`src/rtl/fp_pkg.sv`:
```
// Shared floating-point definitions: field widths per operand width, FSM states,
// canonical NaN and operand classification helpers.
package fp_pkg;

  typedef enum logic [1:0] {
    IDLE,
    MUL,
    NORM,
    DONE
  } state_t;

  localparam logic [31:0] QNAN    = 32'h7FC0_0000;
  localparam logic [63:0] QNAN_64 = 64'h7FF8_0000_0000_0000;

  function automatic int unsigned fp_exp_w(input int unsigned n);
    return (n == 64) ? 11 : 8;
  endfunction

  function automatic int unsigned fp_man_w(input int unsigned n);
    return (n == 64) ? 52 : 23;
  endfunction

  function automatic int unsigned fp_bias(input int unsigned n);
    return (n == 64) ? 1023 : 127;
  endfunction

  // Classification works on reduced field flags so it is independent of N.
  function automatic logic is_nan(input logic exp_ones, input logic frac_nz);
    return exp_ones & frac_nz;
  endfunction

  function automatic logic is_inf(input logic exp_ones, input logic frac_nz);
    return exp_ones & ~frac_nz;
  endfunction

  // Subnormals count as zero: the multiplier flushes them.
  function automatic logic is_zero(input logic exp_zero);
    return exp_zero;
  endfunction

endpackage

```
`src/rtl/cseladd.sv`:
```
// Carry-select adder: low half ripples, high half is precomputed for both
// carry-in values and selected by the low-half carry.
module cseladd #(
  parameter int unsigned W = 10
) (
  input  logic [W-1:0] a,
  input  logic [W-1:0] b,
  input  logic         cin,
  output logic [W-1:0] sum
);

  localparam int unsigned LO = W / 2;
  localparam int unsigned HI = W - LO;

  logic [LO:0]   lo_sum;
  logic [HI-1:0] hi_sum0;
  logic [HI-1:0] hi_sum1;

  assign lo_sum  = {1'b0, a[LO-1:0]} + {1'b0, b[LO-1:0]} + {{LO{1'b0}}, cin};
  assign hi_sum0 = a[W-1:LO] + b[W-1:LO];
  assign hi_sum1 = a[W-1:LO] + b[W-1:LO] + HI'(1);
  assign sum     = {(lo_sum[LO] ? hi_sum1 : hi_sum0), lo_sum[LO-1:0]};

endmodule

```
`src/rtl/fmul_seq.sv`:
```
// Sequential IEEE-754 multiplier: one multiplier bit per cycle shift-add,
// then a single normalize/round-to-nearest-even cycle, valid/ready on both sides.
module fmul_seq
  import fp_pkg::*;
#(
  parameter int unsigned N = 32
) (
  input  logic         clk,
  input  logic         rst_n,
  input  logic         in_valid,
  output logic         in_ready,
  input  logic [N-1:0] a,
  input  logic [N-1:0] b,
  output logic         out_valid,
  input  logic         out_ready,
  output logic [N-1:0] result,
  output logic         busy
);

  localparam int unsigned EXP_W = fp_exp_w(N);
  localparam int unsigned MAN_W = fp_man_w(N);
  localparam int unsigned BIAS  = fp_bias(N);
  localparam int unsigned M     = MAN_W + 1;
  localparam int unsigned EW    = EXP_W + 2;
  localparam int unsigned CW    = $clog2(M);

  localparam logic [CW-1:0]        CNT_LAST = CW'(MAN_W);
  localparam logic signed [EW-1:0] E_MAX    = EW'((2 ** EXP_W) - 1);
  localparam logic signed [EW-1:0] E_ZERO   = '0;
  localparam logic [N-1:0]         QNAN_N   = {1'b0, {EXP_W{1'b1}}, 1'b1, {(MAN_W-1){1'b0}}};

  state_t state, state_nxt;

  logic             sign_q;
  logic [EXP_W-1:0] ea_q, eb_q;
  logic [M-1:0]     ma_q, mb_q;
  logic [2*M-1:0]   acc_q;
  logic [CW-1:0]    cnt_q;
  logic [N-1:0]     result_q;

  // Operand classification at the input port
  logic [EXP_W-1:0] a_exp, b_exp;
  logic [MAN_W-1:0] a_frac, b_frac;
  logic             a_nan, b_nan, a_inf, b_inf, a_zero, b_zero;
  logic             sign_in;
  logic             special;
  logic [N-1:0]     special_res;

  assign a_exp   = a[N-2:MAN_W];
  assign b_exp   = b[N-2:MAN_W];
  assign a_frac  = a[MAN_W-1:0];
  assign b_frac  = b[MAN_W-1:0];
  assign a_nan   = is_nan(&a_exp, |a_frac);
  assign b_nan   = is_nan(&b_exp, |b_frac);
  assign a_inf   = is_inf(&a_exp, |a_frac);
  assign b_inf   = is_inf(&b_exp, |b_frac);
  assign a_zero  = is_zero(~|a_exp);
  assign b_zero  = is_zero(~|b_exp);
  assign sign_in = a[N-1] ^ b[N-1];

  always_comb begin
    special     = 1'b1;
    special_res = '0;
    if (a_nan || b_nan || (a_inf && b_zero) || (a_zero && b_inf)) begin
      special_res = QNAN_N;
    end else if (a_inf || b_inf) begin
      special_res = {sign_in, {EXP_W{1'b1}}, {MAN_W{1'b0}}};
    end else if (a_zero || b_zero) begin
      special_res = {sign_in, {(N-1){1'b0}}};
    end else begin
      special = 1'b0;
    end
  end

  // Normalize and round from the finished accumulator
  logic             norm;
  logic [MAN_W-1:0] frac_sel;
  logic             guard, sticky, round_up;
  logic [MAN_W:0]   frac_sum;
  logic             rnd_carry;
  logic [EW-1:0]    exp_sum;
  logic signed [EW-1:0] e_res;
  logic [N-1:0]     norm_res;

  assign norm     = acc_q[2*M-1];
  assign frac_sel = norm ? acc_q[2*M-2:M] : acc_q[2*M-3:M-1];
  assign guard    = norm ? acc_q[M-1] : acc_q[M-2];
  assign sticky   = norm ? |acc_q[M-2:0] : |acc_q[M-3:0];
  assign round_up = guard & (sticky | frac_sel[0]);

  // The hidden bit is always 1, so a carry out of the fraction is a mantissa overflow;
  // the wrapped fraction is then already zero.
  assign frac_sum  = {1'b0, frac_sel} + {{MAN_W{1'b0}}, round_up};
  assign rnd_carry = frac_sum[MAN_W];

  cseladd #(.W(EW)) u_exp_add (
    .a   ({2'b00, ea_q}),
    .b   ({2'b00, eb_q}),
    .cin (norm),
    .sum (exp_sum)
  );

  assign e_res = $signed(exp_sum + {{(EW-1){1'b0}}, rnd_carry} - EW'(BIAS));

  always_comb begin
    if (e_res >= E_MAX) begin
      norm_res = {sign_q, {EXP_W{1'b1}}, {MAN_W{1'b0}}};
    end else if (e_res <= E_ZERO) begin
      norm_res = {sign_q, {(N-1){1'b0}}};
    end else begin
      norm_res = {sign_q, e_res[EXP_W-1:0], frac_sum[MAN_W-1:0]};
    end
  end

  always_comb begin
    state_nxt = state;
    unique case (state)
      IDLE: if (in_valid) state_nxt = special ? DONE : MUL;
      MUL:  if (cnt_q == CNT_LAST) state_nxt = NORM;
      NORM: state_nxt = DONE;
      DONE: if (out_ready) state_nxt = IDLE;
      default: state_nxt = IDLE;
    endcase
  end

  always_ff @(posedge clk or negedge rst_n) begin
    if (!rst_n) begin
      state <= IDLE;
    end else begin
      state <= state_nxt;
    end
  end

  always_ff @(posedge clk or negedge rst_n) begin
    if (!rst_n) begin
      sign_q   <= 1'b0;
      ea_q     <= '0;
      eb_q     <= '0;
      ma_q     <= '0;
      mb_q     <= '0;
      acc_q    <= '0;
      cnt_q    <= '0;
      result_q <= '0;
    end else begin
      unique case (state)
        IDLE: begin
          if (in_valid) begin
            sign_q <= sign_in;
            ea_q   <= a_exp;
            eb_q   <= b_exp;
            ma_q   <= {1'b1, a_frac};
            mb_q   <= {1'b1, b_frac};
            acc_q  <= '0;
            cnt_q  <= '0;
            if (special) result_q <= special_res;
          end
        end
        MUL: begin
          if (mb_q[cnt_q]) acc_q <= acc_q + ({{M{1'b0}}, ma_q} << cnt_q);
          cnt_q <= cnt_q + CW'(1);
        end
        NORM: result_q <= norm_res;
        default: ;
      endcase
    end
  end

  assign in_ready  = (state == IDLE);
  assign out_valid = (state == DONE);
  assign busy      = (state != IDLE);
  assign result    = result_q;

endmodule
```
`config.mk`:
```
export PLATFORM = sky130hd
export DESIGN_NAME = fmul_seq
export DESIGN_NICKNAME = d
export VERILOG_FILES = /design/src/rtl/fp_pkg.sv /design/src/rtl/cseladd.sv /design/src/rtl/fmul_seq.sv
export SDC_FILE = /design/constraint.sdc
export NUM_CORES = 1
export LEC_CHECK = 0
export CAP_MARGIN = 20
export CORE_MARGIN = 3
export CORE_UTILIZATION = 45
export CTS_BUF_LIST = sky130_fd_sc_hd__clkbuf_4 sky130_fd_sc_hd__clkbuf_8
export CTS_CLUSTER_DIAMETER = 30
export CTS_CLUSTER_SIZE = 16
export DETAILED_ROUTE_END_ITERATION = 8
export GPL_TIMING_DRIVEN = 0
export PLACE_DENSITY = 0.72
export SLEW_MARGIN = 20
export SYNTH_ARGS = -nofsm -noshare
export SYNTH_HDL_FRONTEND = slang
export SYNTH_SLANG_ARGS = --single-unit
```
`constraint.sdc`:
```
create_clock -name clk -period 8.14 [get_ports clk]
set_input_delay 1.221 -clock clk [delete_from_list [all_inputs] [get_ports clk]]
set_output_delay 1.221 -clock clk [all_outputs]
set_load 0.05 [all_outputs]
```
==> flow_metrics.py <==
metrics = {
    "cells_and_area": {
        "fin_util_pct": 53.1,
        "final_cell_mix": "nand2_1 (166), dfrtp_1 (151), o21ai_0 (117)",
        "nFillCells": 2378,
        "syn_to_final_growth_pct": 15.7,
        "final_common_cell": "nand2_1",
        "fin_nets": 1618,
        "num_antenna_cells": 0,
        "instances_no_fill": 1831,
        "fin_area_um2": 13900,
        "drive_gt1_share_pct": 12.8,
    },
    "hold_path": {
        "hold_start": "result[8]$_DFFE_PN0P_",
        "hp-class": "reg -> reg",
    },
    "status": {
        "outcome": "complete, no violations",
    },
    "grt": {
        "grtUsageTotal_pct": 23.4,
        "grt_max_degree": 97,
        "antenna_found_initial": 0,
        "grt_pass1_wl_um": 54500,
        "grt_pass1_vias": 10500,
        "grt_overflow": 0,
    },
    "timing": {
        "max_slew_margin_pct": 26.7,
        "worst_pin_slew_ns": 1.09,
        "finalCritPeriodShare_pct": 68.3,
        "rsz0062_at_grt": "false",
        "final.setup.tns_ns": 0,
        "setup_viol": 0,
        "maxSlewViolCount": 0,
        "hold_viol_final": 0,
        "period_needed_ns": 5.56,
        "fmax_mhz": 180,
        "finClkSkew_ns": 0.0248,
    },
    "detailed_routing": {
        "wire_per_inst_um": 18.3,
        "drc": 0,
        "firstDrtPassIters": 7,
        "vias_per_cell": 5.99,
        "drtIter0Drc": 739,
        "routed_wl_um": 33500,
        "ant_nets": 0,
        "routed-via-count": 11000,
    },
    "floorplan": {
        "die_y_um": 170,
        "die_area_um2": 28700,
        "start_util_pct": 45.9,
        "rows": 59,
        "die_w_um": 170,
        "core-area_um2": 26200,
        "ios": 103,
    },
    "synthesis": {
        "async_reset_ff_share_pct": 100,
        "synth_cell_types": 90,
        "synth-edff-count": 0,
        "ys_ff_latch": 151,
        "ys.flop_type": "dfrtp_1",
        "synth_area_um2": 12000,
        "ys.warnings.count": 0,
        "synth_nets": 1497,
        "avgSynthCellArea_um2": 8.84,
        "syn_inst": 1362,
        "yosysSeqAreaShare_pct": 31.4,
    },
    "critical_path": {
        "path_cells": "buf_4, buf_2, buf_1, nand2_1, o21ai_0, o21ai_0, o21ai_0, nor2_1, a21oi_1, ha_1, and3_1, and3_1, nand2_1, a211oi_1, a211oi_2, o31ai_2, a21oi_1, or4_1, nand3_1",
        "crit_path_start_kind": "flip-flop",
        "crit_start": "cnt_q[0]$_DFFE_PN0P_",
        "critPathSlowestCell": "buf_1",
        "worst-setup-path-type": "reg -> reg",
        "cp_data_arrival_time_ns": 5.98,
        "r2r-start": "cnt_q[0]$_DFFE_PN0P_",
        "crit_path_max_fanout": 10,
        "path_common_cell": "o21ai_0",
        "end_kind": "flip-flop",
        "critical-path-max-stage-delay_ns": 0.54,
        "critical_path_required_ns": 8.56,
    },
    "cts": {
        "clk_pin_slew_worst_paths_ns": 0.11,
        "cts_buffers": 17,
        "clockBufferDepth": 2,
        "cts_hold_buf": 0,
        "cts_resized": 0,
        "cts_sinks": 151,
        "clk_latency_ns": 0.48,
        "h-tree-depth": 4,
        "root_buffer": "clkbuf_8",
        "cts_tree": "done",
        "cts_setup_buffers": 0,
    },
    "place": {
        "dp_hpwl_um": 26000,
        "placed_cell_area_um2": 13500,
        "gp_congestion": 0.966,
        "io_buffer_count": 101,
        "place_inst": 1799,
    },
    "job": {
        "cap_violations": 0,
    },
}
-- critical path, delay by kind of cell, from the launching register on --
kind                     cells  cell delay (ns)
adder cells (fa/ha/maj)      1             0.31
AO/OA/AOI/OAI                8             2.29
buffers and inverters        3             1.09
AND/OR/NAND/NOR              7             1.37
flip-flops                   1             0.43
-- cell type report --
type / count / area (um2) / area share, %
Inverter: 27 / 101 / 0.728
Clock inverter: 14 / 183 / 1.31
Tap cell: 335 / 419 / 3.01
Timing Repair Buffer: 102 / 1040 / 7.49
Clock buffer: 18 / 248 / 1.78
Multi-Input combinational cell: 1101 / 7800 / 56.0
Buffer: 83 / 358 / 2.57
Sequential cell: 151 / 3780 / 27.1
-- Yosys cell counts (27+ instances only) --
master,n,area [um2]
nand2_1,166,623
dfrtp_1,151,3780
o21ai_0,117,586
a21oi_1,91,455
nor2_1,88,330
mux2_2,84,946
ha_1,63,788
clkbuf_1,62,233
mux2i_1,45,450
xnor2_1,44,385
xor2_1,40,350
nand3_1,35,175
a21o_1,29,218
nand4_1,27,169
-- flip-flops by register name (all words and copies together) (netlist names) --
register  cells
acc_q        48
result       32
ma_q         24
mb_q         23
ea_q          8
eb_q          8
cnt_q         5
state         2
sign_q        1
-- worst paths after layout --
kind | to | slack [ns] | depth (start not counted)
min | result[8]$_DFFE_PN0P_ | 0.49 | 2
max | acc_q[43]$_DFFE_PN0P_ | 2.58 | 19
min reg2reg | result[8]$_DFFE_PN0P_ | 0.49 | 2
max reg2reg | acc_q[43]$_DFFE_PN0P_ | 2.58 | 19
max in group asynchronous | mb_q[7]$_DFFE_PN0P_ | 6.62 | 2
min in group asynchronous | acc_q[15]$_DFFE_PN0P_ | 0.65 | 1
-- per-stage QoR --
step	hold WS [ns]	setup WS, ns
3_5_place_dp	0.466	2.71
2_1_floorplan	0.451	3.88
6_report	0.486	2.58
3_3_place_gp	0.461	-0.507
5_1_grt	0.522	2.18
4_1_cts	0.491	2.69
-- routing by layer --
metal / share of wire (%) / track usage, % / vias to the layer above
met1: 46 / 32.7 / 5304
met4: 2.6 / 7.89 / 0
li1: - / - / 5229
met5: 0 / 0 / -
met2: 46 / 37.6 / 369
met3: 5.0 / 2.96 / 58
-- cells by family (layout without fill, tap and decap cells) --
logic type / count (synthesis) / in the layout / synth area share, %
AO/OA/AOI/OAI: 367 / 367 / 19.4
flip-flops: 151 / 151 / 31.4
buffers and inverters: 110 / 244 / 3.82
XOR/XNOR: 86 / 86 / 6.38
AND/OR/NAND/NOR: 438 / 438 / 17.6
adder cells (fa/ha/maj): 67 / 67 / 7.21
multiplexers: 143 / 143 / 14.1
Power is left out: the tool's default activity adds up to more than one toggle a clock period on the data nets, which glitch-free logic cannot reach.
==> RTL change 1, RTL diff (config.mk and constraints unchanged) <==
Encoding of `state_t`: now one-hot (4 bits for 4 states).
--- a/src/rtl/fp_pkg.sv
+++ b/src/rtl/fp_pkg.sv
@@ -2,11 +2,11 @@
 // canonical NaN and operand classification helpers.
 package fp_pkg;
 
-  typedef enum logic [1:0] {
-    IDLE,
-    MUL,
-    NORM,
-    DONE
+  typedef enum logic [3:0] {
+    IDLE = 4'b0001,
+    MUL  = 4'b0010,
+    NORM = 4'b0100,
+    DONE = 4'b1000
   } state_t;
 
   localparam logic [31:0] QNAN    = 32'h7FC0_0000;
Check against the original RTL: same outputs for any inputs over 10 cycles, from zero or initial values and one cycle with rst_n low; not proved beyond that.
==> RTL change 1 against the unedited design <==
  * Worst setup slack worse by 0.62 ns
  * Routed wire length is 1.3% lower
  * Sequential cell count is 2 higher
  * Design area is 1.2% lower
  * Area after synthesis is 1.2% lower
  * Hold slack better by 0.0055 ns
  * Global-route usage is 0.084 points higher
  * Largest cell class unchanged
==> RTL change 1: results (changes against the unedited design) <==
| Metric | Value |
|---|---|
| Sequential power | 1.21 mW |
| Port Buffers | 102 (+0.99%) |
| Post-Synth Adder-Cell Area | 0.0688 (-0.00331) |
| Critical path data arrival time | 6.52 ns (+0.54 ns) |
| Post-synthesis mux area share | 0.133 (-0.00814) |
| Vias in the first global route | 10400 (-0.93%) |
| Status | complete, no violations |
| Seq/Total Area, Yosys | 0.322 (+0.00821) |
| CP max stage delay | 0.56 ns (+0.02 ns) |
| Worst clock skew | 0.0196 ns (-0.00522 ns) |
| Post-Synth XOR/XNOR Area | 0.0597 (-0.00415) |
| Worst Tran Pin Value | 0.883 ns (-0.210 ns) |
| Max reg flops | 48 (unchanged) |
| Area contributors post-synth | dfrtp_1 (32%), mux2_2 (7.5%), ha_1 (6.2%) |
| Largest net degree at the start of global routing | 93 (-4.1%) |
| H-Tree Depth | 4 (unchanged) |
| Final Non-Filler Cells | 1807 (-1.3%) |
| Post-CTS Setup Inserts | 0 (unchanged) |
| Synth Area in Compound Gates | 0.201 (+0.00652) |
| First DRT Iteration DRCs | 787 (+6.5%) |
| Max IR drop VDD | roughly 270 uV |
| Cells after synthesis | 1342 (-1.5%) |
| First-pass iteration count of the detailed router | 5 (-2) |
| Layout cells sized above 1 | 0.106 (-0.0227) |
| Worst-path clk slew | 0.10 ns |
| Top delay family on crit path | compound AO/OA/AOI/OAI gates |
| Post-synth cell types | 82 (-8.9%) |
| Clk root buf | clkbuf_8 |
| Worst path slowest cell | a2111oi_0 |
| Synth Net Count | 1473 (-1.6%) |
| Routability-driven placement congestion ratio | 0.956 (-1.0%) |
| Critical path fanouts, max | 10 (unchanged) |
| Commonest cells post-synth | nand2_1 (179), dfrtp_1 (152), o21ai_0 (107) |
| Drt via density | 5.96 (-0.44%) |
| Clock share of power | 0.115 |
| Hold Crit Start | sign_q |
| Latest clock arrival within the worst-skew pair | between 0.4 and 0.5 ns |
| Final nets | 1595 (-1.4%) |
| Fill cells | 2358 (-0.84%) |
| GRT Total Usage | 0.235 (+0.000840) |
| First-pass GRT wire length | 54.5 mm (unchanged) |
| Final wirelength | 33.1 mm (-1.3%) |
| HPWL after DPL | 26.2 mm (+0.52%) |
| Cts repair resizes | 0 (unchanged) |
==> RTL change 1: cell types whose count changed after synthesis, moves of 8 or more <==
cell / change
a22o_1: +16
a32o_1: +8
o31ai_1: +15
o21ai_0: -10
o21ai_2: -20
xnor2_1: -12
nand2_1: +13
a21oi_1: -8
==> RTL change 1: path summary, 6_finish.rpt <==
path / to / slack, ns / depth (start not counted)
min in group asynchronous: acc_q[10] / 0.66 / 1
hold reg to reg: sign_q / 0.49 / 2
setup / recovery: acc_q[34] / 1.97 / 20
hold / removal: sign_q / 0.49 / 2
max in group asynchronous: state[0] / 6.61 / 2
setup reg to reg: acc_q[34] / 1.97 / 20
==> RTL change 1: area by class of cell <==
type                    count  share of cell area
well taps                 330              0.0300
multi-input cells        1084               0.555
repair buffers            103              0.0765
flip-flops and latches    153               0.278
clock buffers              17              0.0170
clock inverters            15              0.0126
inverters                  30             0.00818
plain buffers              75              0.0220
==> RTL change 1: worst min-delay path, cell delays in order (launching register included) <==
cell     delay (ns)
dfrtp_1        0.36
nand2_1        0.05
o21ai_0        0.06
==> RTL change 1: per-layer routing <==
metal,routed length (um),part of all wire,global-route usage,up-vias
li1,-,-,-,5184
met1,15100,0.46,0.327,5167
met2,15400,0.47,0.386,366
met3,1870,0.057,0.0325,52
met4,631,0.019,0.0633,0
met5,0,0,0,-
==> RTL change 1: stage by stage <==
stage | utilization | total power, mW | setup WS, ns | setup TNS [ns] | cell area, um2
6_report | 0.539 | 5.22 | 1.97 | 0 | 13800
5_1_grt | 0.539 | 5.65 | 1.50 | 0 | 13800
4_1_cts | 0.539 | 5.20 | 2.11 | 0 | 13800
3_5_place_dp | 0.523 | 4.58 | 2.21 | 0 | 13400
3_3_place_gp | 0.522 | 4.51 | -0.484 | -71.26 | 13300
2_1_floorplan | - | 3.72 | 3.09 | 0 | 11900
==> RTL change 2, RTL diff (same settings) <==
Made on the original files. Set the parameter `N` to 64 (it was 32).
--- a/src/rtl/fmul_seq.sv
+++ b/src/rtl/fmul_seq.sv
@@ -3,7 +3,7 @@
 module fmul_seq
   import fp_pkg::*;
 #(
-  parameter int unsigned N = 32
+  parameter int unsigned N = 64
 ) (
   input  logic         clk,
   input  logic         rst_n,
Interface: changed (resized a, b and result); port bits go from 103 to 199. The function was not compared with the original's and may differ.
==> RTL change 2 against the unedited design <==
  * Critical path type unchanged
  * Sequential cell count up 155
  * Sequential share of layout area shrank 2.1 points
  * Design area increased by 120%
  * Critical path depth up 2
  * Area after synthesis rose by 110%
  * Count of clock-buffer cells in the layout rose by 84
  * Non-clock buffer count is 211 higher
  * Global-route usage rose by 5.7 points
  * Routed wire length increased to 2.6 times the old value
  * Fmax decreased by 27%
  * Worst setup slack got worse by 2.1 ns
Power is left out: the tool's default activity adds up to more than one toggle a clock period on the data nets, which glitch-free logic cannot reach.
==> RTL change 2: results (changes against the unedited design) <==
| Metric | Value |
|---|---|
| Status | complete, no violations |
| Dpl cell area | 0.0287 mm2 (+110%) |
| Metal2 WL | 39.6 mm (+160%) |
| Vias in the first global route | 23400 (+120%) |
| Largest net degree at the start of global routing | 104 (+7.2%) |
| Seq/Total Area, Yosys | 0.298 (-0.0161) |
| Post-CTS Setup Inserts | 0 (unchanged) |
| Latest clock arrival within the worst-skew pair | 0.67 ns (+0.19 ns) |
| Critical path fanouts, max | 10 (unchanged) |
| Worst-path clk slew | 0.06 ns (-0.05 ns) |
| Clk root buf | clkbuf_8 |
| Met3 usage | 0.0558 (+0.0262) |
| Vias | 24500 (+120%) |
| Worst clock skew | 0.0525 ns (+0.0276 ns) |
| WHS | 0.430 ns (-0.0554 ns) |
| Top delay family on crit path | compound AO/OA/AOI/OAI gates |
| Max reg flops | 106 (+120%) |
| Cells after synthesis | 3002 (+120%) |
| Met3 wire length | 6.52 mm (+290%) |
| R2R setup slack | 0.53 ns (-2.06 ns) |
| Placed Cells | 3950 (+120%) |
| HPWL after DPL | 70.2 mm (+170%) |
| Wirelength per Cell | 21.5 um (+18%) |
| DRT met1 WL | 38.8 mm (+150%) |
| Routability-driven placement congestion ratio | 1.04 (+7.7%) |
| Max layer used | met5 |
| Critical path data arrival time | 8.09 ns (+2.11 ns) |
| Synth Net Count | 3263 (+120%) |
| Hold Crit Class | input pin to asynchronous set/reset pin |
| Worst Tran Pin Value | 1.21 ns (+0.115 ns) |
| Global-route met1 utilization | 0.399 (+0.0717) |
| Initial antenna violation count | 3 (+3) |
| Layout cells sized above 1 | 0.126 (-0.00233) |
| First DRT Iteration DRCs | 1848 (+150%) |
| FFs w/ async S/R, synth | 1.00 (unchanged) |
| Worst path slowest cell | buf_1 |
| Dpl ws | -1.26 ns (-3.97 ns) |
| Post-synth cell types | 88 (-2.2%) |
| Final Non-Filler Cells | 4091 (+120%) |
| Final nets | 3542 (+120%) |
| Area contributors post-synth | dfrtp_1 (30%), mux2_2 (6.7%), ha_1 (6.1%) |
| Top reg by flops | acc_q |
| Final number of max-transition violations | 0 (unchanged) |
| First-pass iteration count of the detailed router | 7 (unchanged) |
| CP max stage delay | 0.66 ns (+0.12 ns) |
| M2 GR Usage | 0.460 (+0.0835) |
| Synth warnings | 0 (unchanged) |
| First-pass GRT wire length | 137 mm (+150%) |
| Total gr overflow | 0 (unchanged) |
| GRT Total Usage | 0.290 (+0.0567) |
| Commonest cells post-synth | nand2_1 (414), dfrtp_1 (306), nor2_1 (228) |
| Port Buffers | 197 (+95%) |
| H-Tree Depth | 3 (-1) |
| Max clock buf depth | 3 (+1) |
| Cts bufs inserted | 79 (+62) |
## RTL change 2: cell types whose count changed after synthesis, sizes merged, moves of 57 or more
| cell | before | now |
|---|---|---|
| nand2 | 166 | 416 |
| dfrtp | 151 | 306 |
| nor2 | 89 | 229 |
| a21oi | 92 | 192 |
| clkbuf | 64 | 160 |
| o21ai | 143 | 229 |
| mux2 | 84 | 152 |
| xnor2 | 46 | 111 |
| ha | 63 | 125 |
| a22o | 6 | 67 |
| mux2i | 46 | 103 |
## RTL change 2: cell type report
| cell class | instances | area, um2 |
|---|---|---|
| multi-input cells | 2438 | 17100 |
| inverters | 60 | 225 |
| fillers | 5191 | 25300 |
| repair buffers | 200 | 2060 |
| clock buffers | 102 | 1360 |
| flip-flops and latches | 306 | 7660 |
| clock inverters | 39 | 470 |
| diodes | 2 | 5.00 |
| well taps | 748 | 936 |
| plain buffers | 196 | 776 |
## RTL change 2: path summary, 6_finish.rpt
| kind | cells after the start | to | from |
|---|---|---|---|
| worst min-delay path | 1 | mb_q[42] | rst_n |
| worst max register to register | 21 | acc_q[100] | cnt_q[0] |
| min in group clk | 1 | result[40] | result[40] |
| max in group asynchronous | 3 | result[49] | rst_n |
| worst max-delay path | 21 | acc_q[100] | cnt_q[0] |
| worst min register to register | 1 | result[40] | result[40] |
## RTL change 2: logic make-up after synthesis
group / Yosys count / synth area share
xor+xnor: 195 / 0.0664
buf+inv: 258 / 0.0386
simple gates: 1036 / 0.186
mux: 309 / 0.154
flops: 306 / 0.298
fa+ha+maj: 129 / 0.0640
compound gates: 769 / 0.193
## RTL change 2: repair_timing
action / CTS / global route
gates cloned: 0 / 0
endpoints found under the setup margin: 65 / 63
resized for setup: 10 / 14
hold buffers: 0 / 0
